[src/rtl/wbm_bytes_pkg.sv]
// Shared types and constants for the byte-stream Wishbone master.
// Frame field positions, status codes and FSM state encoding.
package wbm_bytes_pkg;

  typedef enum logic [2:0] {
    S_CMD,
    S_ADR_HI,
    S_ADR_LO,
    S_DATA,
    S_REQ,
    S_WAIT,
    S_RESP
  } state_t;

  localparam logic [7:0] STATUS_OK  = 8'h00;
  localparam logic [7:0] STATUS_TMO = 8'hEE;

  localparam int CMD_WE_BIT  = 7;
  localparam int CMD_SEL_MSB = 3;
  localparam int CMD_SEL_LSB = 0;

  function automatic logic [2:0] resp_len(
    input logic we,
    input logic ok
  );
    return (ok && !we) ? 3'd5 : 3'd1;
  endfunction

endpackage

[src/rtl/wbm_bytes_if.sv]
// Byte-stream command/response channels plus the Wishbone master bus.
// master = the wbm_bytes core, slave = host link and bus target.
interface wbm_bytes_if;
  logic [7:0]  rx_data;
  logic        rx_valid;
  logic        rx_ready;
  logic [7:0]  tx_data;
  logic        tx_valid;
  logic        tx_ready;
  logic        wbm_cyc_o;
  logic        wbm_stb_o;
  logic        wbm_we_o;
  logic [15:0] wbm_adr_o;
  logic [3:0]  wbm_sel_o;
  logic [31:0] wbm_dat_o;
  logic [31:0] wbm_dat_i;
  logic        wbm_stall_i;
  logic        wbm_ack_i;

  modport master (
    input  rx_data, rx_valid, tx_ready,
    input  wbm_dat_i, wbm_stall_i, wbm_ack_i,
    output rx_ready, tx_data, tx_valid,
    output wbm_cyc_o, wbm_stb_o, wbm_we_o,
    output wbm_adr_o, wbm_sel_o, wbm_dat_o
  );

  modport slave (
    output rx_data, rx_valid, tx_ready,
    output wbm_dat_i, wbm_stall_i, wbm_ack_i,
    input  rx_ready, tx_data, tx_valid,
    input  wbm_cyc_o, wbm_stb_o, wbm_we_o,
    input  wbm_adr_o, wbm_sel_o, wbm_dat_o
  );
endinterface

[src/rtl/wbm_bytes_ser.sv]
// Response serializer: shifts out 1..5 bytes MSB first.
// tx_data is registered and only moves on a handshake.
module wbm_bytes_ser (
  input  logic        clk,
  input  logic        rst_n,
  input  logic        start,
  input  logic [2:0]  len,
  input  logic [39:0] bytes,
  output logic [7:0]  tx_data,
  output logic        tx_valid,
  input  logic        tx_ready,
  output logic        done
);

  logic [31:0] rest;
  logic [2:0]  idx;
  logic [2:0]  last;

  assign done = tx_valid && tx_ready && (idx == last);

  always_ff @(posedge clk or negedge rst_n) begin
    if (!rst_n) begin
      tx_data  <= 8'h00;
      tx_valid <= 1'b0;
      rest     <= 32'h0;
      idx      <= 3'd0;
      last     <= 3'd0;
    end else if (start) begin
      tx_data  <= bytes[39:32];
      rest     <= bytes[31:0];
      idx      <= 3'd0;
      last     <= len - 3'd1;
      tx_valid <= 1'b1;
    end else if (tx_valid && tx_ready) begin
      tx_data <= rest[31:24];
      rest    <= {rest[23:0], 8'h00};
      idx     <= idx + 3'd1;
      if (idx == last) tx_valid <= 1'b0;
    end
  end

endmodule

[src/rtl/wbm_bytes.sv]
// Byte-stream driven Wishbone B4 pipelined master.
// One single-beat bus cycle per command frame, status+data back.
module wbm_bytes
  import wbm_bytes_pkg::*;
#(
  parameter int TIMEOUT = 1024
) (
  input logic         wb_clk_i,
  input logic         wb_rst_i,
  wbm_bytes_if.master bus
);

  localparam int CW = $clog2(TIMEOUT);
  localparam logic [CW-1:0] LAST = CW'(TIMEOUT - 1);

  state_t      state;
  logic        rx_ready;
  logic        cyc;
  logic        stb;
  logic        we;
  logic [15:0] adr;
  logic [3:0]  sel;
  logic [31:0] dat_o;
  logic [31:0] rdata;
  logic [7:0]  status;
  logic [CW-1:0] cnt;
  logic [1:0]  bcnt;
  logic        start;
  logic        done;
  logic        rx_hs;
  logic        ack_ok;
  logic        tmo;

  assign rx_hs = bus.rx_valid && rx_ready;
  // In REQ an ack only counts together with acceptance.
  assign ack_ok = (state == S_REQ)
                ? (!bus.wbm_stall_i && bus.wbm_ack_i)
                : bus.wbm_ack_i;
  assign tmo = (cnt == LAST);

  assign bus.rx_ready  = rx_ready;
  assign bus.wbm_cyc_o = cyc;
  assign bus.wbm_stb_o = stb;
  assign bus.wbm_we_o  = we;
  assign bus.wbm_adr_o = adr;
  assign bus.wbm_sel_o = sel;
  assign bus.wbm_dat_o = dat_o;

  always_ff @(posedge wb_clk_i or negedge wb_rst_i) begin
    if (!wb_rst_i) begin
      state    <= S_CMD;
      rx_ready <= 1'b0;
      cyc      <= 1'b0;
      stb      <= 1'b0;
      we       <= 1'b0;
      adr      <= 16'h0;
      sel      <= 4'h0;
      dat_o    <= 32'h0;
      rdata    <= 32'h0;
      status   <= 8'h00;
      cnt      <= '0;
      bcnt     <= 2'd0;
      start    <= 1'b0;
    end else begin
      start <= 1'b0;
      unique case (state)
        S_CMD: begin
          rx_ready <= 1'b1;
          if (rx_hs) begin
            we    <= bus.rx_data[CMD_WE_BIT];
            sel   <= bus.rx_data[CMD_SEL_MSB:CMD_SEL_LSB];
            state <= S_ADR_HI;
          end
        end
        S_ADR_HI: begin
          if (rx_hs) begin
            adr[15:8] <= bus.rx_data;
            state     <= S_ADR_LO;
          end
        end
        S_ADR_LO: begin
          if (rx_hs) begin
            adr[7:0] <= bus.rx_data;
            bcnt     <= 2'd0;
            if (we) begin
              state <= S_DATA;
            end else begin
              state    <= S_REQ;
              rx_ready <= 1'b0;
              cyc      <= 1'b1;
              stb      <= 1'b1;
              cnt      <= '0;
            end
          end
        end
        S_DATA: begin
          if (rx_hs) begin
            dat_o <= {dat_o[23:0], bus.rx_data};
            bcnt  <= bcnt + 2'd1;
            if (bcnt == 2'd3) begin
              state    <= S_REQ;
              rx_ready <= 1'b0;
              cyc      <= 1'b1;
              stb      <= 1'b1;
              cnt      <= '0;
            end
          end
        end
        S_REQ, S_WAIT: begin
          cnt <= cnt + 1'b1;
          if (ack_ok) begin
            cyc    <= 1'b0;
            stb    <= 1'b0;
            start  <= 1'b1;
            status <= STATUS_OK;
            state  <= S_RESP;
            if (!we) rdata <= bus.wbm_dat_i;
          end else if (tmo) begin
            cyc    <= 1'b0;
            stb    <= 1'b0;
            start  <= 1'b1;
            status <= STATUS_TMO;
            state  <= S_RESP;
          end else if (state == S_REQ && !bus.wbm_stall_i) begin
            stb   <= 1'b0;
            state <= S_WAIT;
          end
        end
        S_RESP: begin
          if (done) begin
            state    <= S_CMD;
            rx_ready <= 1'b1;
          end
        end
        default: state <= S_CMD;
      endcase
    end
  end

  wbm_bytes_ser u_ser (
    .clk      (wb_clk_i),
    .rst_n    (wb_rst_i),
    .start    (start),
    .len      (resp_len(we, status == STATUS_OK)),
    .bytes    ({status, rdata}),
    .tx_data  (bus.tx_data),
    .tx_valid (bus.tx_valid),
    .tx_ready (bus.tx_ready),
    .done     (done)
  );

endmodule
[src/flat_wrapper.sv]
// flat-port wrapper written by rule: the top's interface ports become plain ports
module wbm_bytes_flat import wbm_bytes_pkg::*;
#(
  parameter int TIMEOUT = 1024
)
  (wb_clk_i, wb_rst_i, bus_rx_data, bus_rx_valid, bus_tx_ready, bus_wbm_dat_i, bus_wbm_stall_i, bus_wbm_ack_i, bus_rx_ready, bus_tx_data, bus_tx_valid, bus_wbm_cyc_o, bus_wbm_stb_o, bus_wbm_we_o, bus_wbm_adr_o, bus_wbm_sel_o, bus_wbm_dat_o);
  wbm_bytes_if bus_i ();
  input logic wb_clk_i;
  input logic wb_rst_i;
  input wire logic [$bits(bus_i.rx_data)-1:0] bus_rx_data;
  input wire logic [$bits(bus_i.rx_valid)-1:0] bus_rx_valid;
  input wire logic [$bits(bus_i.tx_ready)-1:0] bus_tx_ready;
  input wire logic [$bits(bus_i.wbm_dat_i)-1:0] bus_wbm_dat_i;
  input wire logic [$bits(bus_i.wbm_stall_i)-1:0] bus_wbm_stall_i;
  input wire logic [$bits(bus_i.wbm_ack_i)-1:0] bus_wbm_ack_i;
  output wire logic [$bits(bus_i.rx_ready)-1:0] bus_rx_ready;
  output wire logic [$bits(bus_i.tx_data)-1:0] bus_tx_data;
  output wire logic [$bits(bus_i.tx_valid)-1:0] bus_tx_valid;
  output wire logic [$bits(bus_i.wbm_cyc_o)-1:0] bus_wbm_cyc_o;
  output wire logic [$bits(bus_i.wbm_stb_o)-1:0] bus_wbm_stb_o;
  output wire logic [$bits(bus_i.wbm_we_o)-1:0] bus_wbm_we_o;
  output wire logic [$bits(bus_i.wbm_adr_o)-1:0] bus_wbm_adr_o;
  output wire logic [$bits(bus_i.wbm_sel_o)-1:0] bus_wbm_sel_o;
  output wire logic [$bits(bus_i.wbm_dat_o)-1:0] bus_wbm_dat_o;
  assign bus_i.rx_data = bus_rx_data;
  assign bus_i.rx_valid = bus_rx_valid;
  assign bus_i.tx_ready = bus_tx_ready;
  assign bus_i.wbm_dat_i = bus_wbm_dat_i;
  assign bus_i.wbm_stall_i = bus_wbm_stall_i;
  assign bus_i.wbm_ack_i = bus_wbm_ack_i;
  assign bus_rx_ready = bus_i.rx_ready;
  assign bus_tx_data = bus_i.tx_data;
  assign bus_tx_valid = bus_i.tx_valid;
  assign bus_wbm_cyc_o = bus_i.wbm_cyc_o;
  assign bus_wbm_stb_o = bus_i.wbm_stb_o;
  assign bus_wbm_we_o = bus_i.wbm_we_o;
  assign bus_wbm_adr_o = bus_i.wbm_adr_o;
  assign bus_wbm_sel_o = bus_i.wbm_sel_o;
  assign bus_wbm_dat_o = bus_i.wbm_dat_o;
  wbm_bytes #(.TIMEOUT(TIMEOUT)) u_core (.wb_clk_i(wb_clk_i), .wb_rst_i(wb_rst_i), .bus(bus_i));
endmodule
[config.mk]
export PLATFORM = sky130hd
export DESIGN_NAME = wbm_bytes_flat
export DESIGN_NICKNAME = d
export VERILOG_FILES = /design/src/rtl/wbm_bytes_pkg.sv /design/src/rtl/wbm_bytes_if.sv /design/src/rtl/wbm_bytes_ser.sv /design/src/rtl/wbm_bytes.sv /design/src/flat_wrapper.sv
export SDC_FILE = /design/constraint.sdc
export NUM_CORES = 1
export LEC_CHECK = 0
export ABC_AREA = 1
export CORE_UTILIZATION = 30
export DETAILED_ROUTE_END_ITERATION = 6
export PLACE_DENSITY = 0.51
export SLEW_MARGIN = 20
export SYNTH_ARGS = -nofsm -noshare
export SYNTH_HDL_FRONTEND = slang
export SYNTH_HIERARCHICAL = 1
export SYNTH_SLANG_ARGS = --single-unit
export TNS_END_PERCENT = 50
[constraint.sdc]
create_clock -name wb_clk_i -period 1.3 [get_ports wb_clk_i]
set_input_delay 0.195 -clock wb_clk_i [delete_from_list [all_inputs] [get_ports wb_clk_i]]
set_output_delay 0.195 -clock wb_clk_i [all_outputs]
set_load 0.1 [all_outputs]
Word-level counts from Yosys, hierarchy flattened
Index checks and enable logic that the tools add are counted.
Word-level totals
  output and inout bits: 65
  bits in registers: 159
Cells by class
  $add $sub $neg: 4
  reductions and logical operators: 30
  equality and inequality tests: 18
  mux-type cells: 52
  bitwise logic cells: 1
Operators by type and width (number)
  $mux 32: 2
  $mux 10: 4
  $mux 3: 13
  $mux 8: 4
  $pmux 10 s3: 1
  $mux 1: 21
  $pmux 3 s6: 1
  $reduce_and 6->1: 3
  $ne 2x1->1 const B: 6
  $reduce_and 2->1: 6
  $add 10x1->10 const B: 1
  $eq 10x10->1 const B: 1
  $eq 3x3->1 const B: 3
  $logic_not 8->1: 1
  $reduce_bool 2->1: 4
  $reduce_and 7->1: 1
  $eq 3x2->1 const B: 2
  $logic_and 1x1->1: 6
  $pmux 1 s3: 2
  $reduce_and 3->1: 2
  $reduce_and 5->1: 1
  $mux 2: 2
  $ne 4x1->1 const B: 1
  $pmux 1 s4: 1
  other kinds (15): 16

Depth between registers and ports, before layout
  word-level depth: 6
  gate-level depth with buffers: 14

Hierarchy
Netlist, hierarchy kept.
By module, submodules not included
  wbm_bytes: times used 1, area each 4453.0 µm², cells each 459
  wbm_bytes_ser: times used 1, area each 2217.1 µm², cells each 237

Least setup slack after synthesis
No wires, ideal clock.
  path type: register to register
  from: register u_core.rx_ready (netlist: u_core/bus.rx_ready)
  to: register u_core.dat_o[11] (netlist: u_core/bus.wbm_dat_o[11])
  path slack: -804 ps
  stages on the path, launching flop included: 6
  setup time: 126 ps
  arrival: 1978 ps
  clock period less this slack: 2104 ps
  path buffers: 1
  cells stage by stage: dfrtp_1 -> nand2_1 -> nor2_4 -> nand2_4 -> buf_6 -> mux2_4
Between the ends
  longest elaborated chain between the ends: 2
RTL lines
  start: declaration: RTL line wbm_bytes.sv:17  | logic rx_ready;
  start signal: assignment: RTL line wbm_bytes.sv:52  | rx_ready <= 1'b0;
  start signal: assignment: RTL line wbm_bytes.sv:68  | rx_ready <= 1'b1;
  start signal: assignment: RTL line wbm_bytes.sv:89  | rx_ready <= 1'b0;
  $logic_and 1x1->1: RTL line wbm_bytes.sv:34  | assign rx_hs = bus.rx_valid && rx_ready;
  $reduce_and 2->1 (no line)
  end signal: assignment: RTL line wbm_bytes.sv:98  | dat_o <= {dat_o[23:0], bus.rx_data};
  end: declaration: RTL line wbm_bytes.sv:23  | logic [31:0] dat_o;
Every way passes these cells.
A chain may end at the register's enable or synchronous reset.

Worst setup path in the final report
  from: register u_core.u_ser.tx_valid
  to: register u_core.state[1]
Between the ends
  longest elaborated chain between the ends: 4
RTL lines
  start: declaration: RTL line wbm_bytes_ser.sv:10  | output logic tx_valid,
  start signal: assignment: RTL line wbm_bytes_ser.sv:24  | tx_valid <= 1'b0;
  start signal: assignment: RTL line wbm_bytes_ser.sv:33  | tx_valid <= 1'b1;
  start signal: assignment: RTL line wbm_bytes_ser.sv:38  | if (idx == last) tx_valid <= 1'b0;
  $logic_and 1x1->1 (2 in series): RTL line wbm_bytes_ser.sv:19  | assign done = tx_valid && tx_ready && (idx == last);
  named net u_core.done: RTL line wbm_bytes.sv:29  | logic done;
  $ne 2x1->1 (no line)
  $reduce_and 7->1 (no line)
  end signal: assignment: RTL line wbm_bytes.sv:51  | state <= S_CMD;
  end signal: assignment: RTL line wbm_bytes.sv:72  | state <= S_ADR_HI;
  end signal: assignment: RTL line wbm_bytes.sv:78  | state <= S_ADR_LO;
  end: declaration: RTL line wbm_bytes.sv:16  | state_t state;
The timed path passes the listed nets, and every way through them passes these cells.

==> flow_metrics.env <==
export IMPL_place_congestion=0.817
export IMPL_ys_ff_latch=152
export IMPL_firstDrtPassIters=4
export IMPL_syn_area_per_cell_sq_um=9.58
export IMPL_top_level_ports=111
export IMPL_r2r_end="u_core/state[1]$_DFFE_PN0P_"
export IMPL_hold_ws_ps=238
export IMPL_finalSetupTns_ps=-12410
export IMPL_fin_util=0.456
export IMPL_drv_slew=0
export IMPL_drc=0
export IMPL_final_hold_violation_count=0
export IMPL_p_leak_uw=0.00487
export IMPL_end_kind="register"
export IMPL_ant_nets=0
export IMPL_r2r_slack_ps=-230
export IMPL_wl_per_cell_microns=14.4
export IMPL_startpoint="u_core/u_ser/tx_valid$_DFFE_PN0P_"
export IMPL_diodes=0
export IMPL_maxCapViolCount=0
export IMPL_htree_levels=4
export IMPL_synth_top_area_frac=0.570
export IMPL_clock_latency_ps=430
export IMPL_synth_warnings=6
export IMPL_powerDensity_nw_per_um2=2850
export IMPL_wl_microns=16700
export IMPL_ys_flop_type="dfrtp_1"
export IMPL_clk_pin_slew_ps=60
export IMPL_die_h_microns=151
export IMPL_finalWorstPathRequiredPeriod_ps=1530
export IMPL_worstSetupStartpointType="register"
export IMPL_fmax_ghz=0.654
export IMPL_finalCritPeriodShare=1.18
export IMPL_fin_area_sq_um=9950
export IMPL_hold_class="in2async"
export IMPL_drt_iter0_markers=218
export IMPL_required_ps=1620
export IMPL_setup_worst_path_class="reg2reg"
export IMPL_path_depth=14
export IMPL_synth_area_sq_um=6670
export IMPL_setup_violations=133
export IMPL_reg2reg_from="u_core/u_ser/tx_valid$_DFFE_PN0P_"
export IMPL_gr_total_overflow=0
export IMPL_yosysMostFrequentCell="nand2_1"
export IMPL_fillCellCount=2101
export IMPL_synthTopCellsByCount="nand2_1, dfrtp_1, o21ai_0"
export IMPL_synth_async_reset_ratio=1.00
export IMPL_synth_largest_area_cell="dfrtp_1"
export IMPL_cp_endpoint="u_core/state[1]$_DFFE_PN0P_"
export IMPL_die_w_microns=151
export IMPL_cp_max_fo=4
export IMPL_cts_tree="yes"
export IMPL_die_area_sq_um=22800
export IMPL_clock_skew_ps=6.68
export IMPL_synth_edf_count=0
export IMPL_dp_slack_ps=-433
export IMPL_core_area_sq_um=21800
export IMPL_critPathTopFamily="simple AND/OR/NAND/NOR gates"
export IMPL_synthCells=696
export IMPL_cp_cell_sequence="nand2_4 -> inv_6 -> nand2_2 -> nor2_2 -> nand2_2 -> inv_2 -> nor2_2 -> nand3_1 -> nand2_1 -> nor2_1 -> nand2_1 -> inv_1 -> nand2_1 -> nand2_1"
export IMPL_cp_data_arrival_time_ps=1850
export IMPL_ir_drop_v=0.00190
export IMPL_yosys_top_cells_area="dfrtp_1, nand2_1, o21ai_0"
export IMPL_port_buffers=110
export IMPL_area_growth_pct=49.1
export IMPL_synth_cell_types=34
export IMPL_cp_buffers_inverters=3
export IMPL_via_per_inst=4.57
export IMPL_antenna_found_initial=0
export IMPL_rows=54
export IMPL_gr_usage_all_layers=0.158
export IMPL_grt_max_degree=35
export IMPL_cts_buffers=17
export IMPL_ys_seq_area_frac=0.570
export IMPL_place_area_sq_um=9290
export IMPL_cpMaxStageDelayCell="dfrtp_4"
export IMPL_max_stage_delay_ps=490
export IMPL_cts_root_buffer_cell="clkbuf_16"
export IMPL_postLayoutSetupSlackWorst_ps=-229
export IMPL_drive_gt1_frac=0.281
export IMPL_grt_pass1_wl_microns=27400
export IMPL_rsz0062_at_grt="true"
export IMPL_layout_nets=914
export IMPL_rr_worst_depth=14
export IMPL_via_count=5292
export IMPL_hpwl_microns=11800
export IMPL_failed_checks="negative setup slack"
export IMPL_grt_pass1_vias=5212
export IMPL_cpMostUsedCell="nand2_1"
export IMPL_outcome="finished with violations"
export IMPL_cts_buffer_depth=2
export IMPL_initial_core_util=0.306
export IMPL_clock_sinks=152
[cell families (layout without fill, tap and decap cells)]
logic type                 Yosys count  after routing  share of synthesized area
xor gates and xnor gates             3              3                    0.00394
other                                2              5                    0.00113
and+or+nand+nor                    330            330                      0.224
adders and majority gates            4              4                    0.00750
DFF                                152            152                      0.570
muxes                               22             22                     0.0478
AOI/OAI and AO/OA                  106            106                     0.0876
buffers and inverters               77            255                     0.0578
[sequential cells by signal, indices dropped and copies added (netlist names), 4 cells and up]
register	cells
u_core/cnt	10
u_core/bus.wbm_adr_o	16
u_core/u_ser/tx_data	8
u_core/rdata	32
u_core/bus.wbm_dat_o	32
u_core/u_ser/rest	32
u_core/bus.wbm_sel_o	4
[stage by stage]
| step | std cells | total power [uW] |
|---|---|---|
| CTS | 1157 | 28600 |
| global placement | 1121 | 23400 |
| detailed placement | 1121 | 23500 |
| global route | 1157 | 29900 |
| floorplan | 699 | 17300 |
| finish | 1157 | 28300 |
[how the worst min path moves through the flow]
stage	from	endpoint	slack, ps	depth (start not counted)
after CTS	wb_rst_i	u_core/u_ser/tx_valid$_DFFE_PN0P_	250	2
after global placement	wb_rst_i	u_core/u_ser/tx_valid$_DFFE_PN0P_	110	1
after global routing	wb_rst_i	u_core/u_ser/tx_valid$_DFFE_PN0P_	280	2
final	wb_rst_i	u_core/u_ser/tx_valid$_DFFE_PN0P_	240	2
after floorplan	wb_rst_i	u_core/bcnt[0]$_DFFE_PN0P_	-100	0
after detailed placement	wb_rst_i	u_core/u_ser/tx_valid$_DFFE_PN0P_	110	1
[cell type report]
cell class / instances / area (sq um) / area share
clock buffer: 17 / 425 / 0.0428
clock inverter: 15 / 135 / 0.0136
inverter: 42 / 165 / 0.0166
multi-input combinational: 470 / 2540 / 0.255
sequential: 152 / 3820 / 0.384
tap: 280 / 350 / 0.0352
timing repair buffer: 181 / 2510 / 0.253
[per-layer routing]
metal,vias up,wire length (microns),global-route usage
li1,2634,-,-
met1,2539,7580,0.203
met2,99,8090,0.256
met3,20,773,0.0464
met4,0,260,0.0510
met5,-,0,0
[layout by cell type (no fill, tap or decap), drive strengths merged, types with 3 or more instances in the layout]
cell type	n
mux2	22
ha	4
inv	51
conb	5
nor3	5
nand2	225
o211ai	4
dfrtp	152
nand3	74
a22oi	5
nand4	3
clkbuf	17
o21ai	83
clkinv	4
clkdlybuf4s50	44
a22o	8
a21oi	5
nor2	23
buf	135
[power by group]
part | leakage (uW) | switching [uW] | internal (uW) | total (uW)
Sequential | 0.00196 | 1700 | 6690 | 8380
Combinational | 0.00264 | 9290 | 5920 | 15200
Clock | 0.000273 | 2210 | 2530 | 4740
Total | 0.00487 | 13200 | 15100 | 28300
[what timing repair did]
item | CTS | global route
cloned | 1 | 0
buffers inserted | 2 | 1
setup endpoints to repair | 137 | 150
hold buffers | 1 | 0
pin swaps | 7 | 9
resized for setup | 7 | 10
endpoints found under the hold margin | 125 | 0
Note: power is estimated with default switching activity, not from simulation.
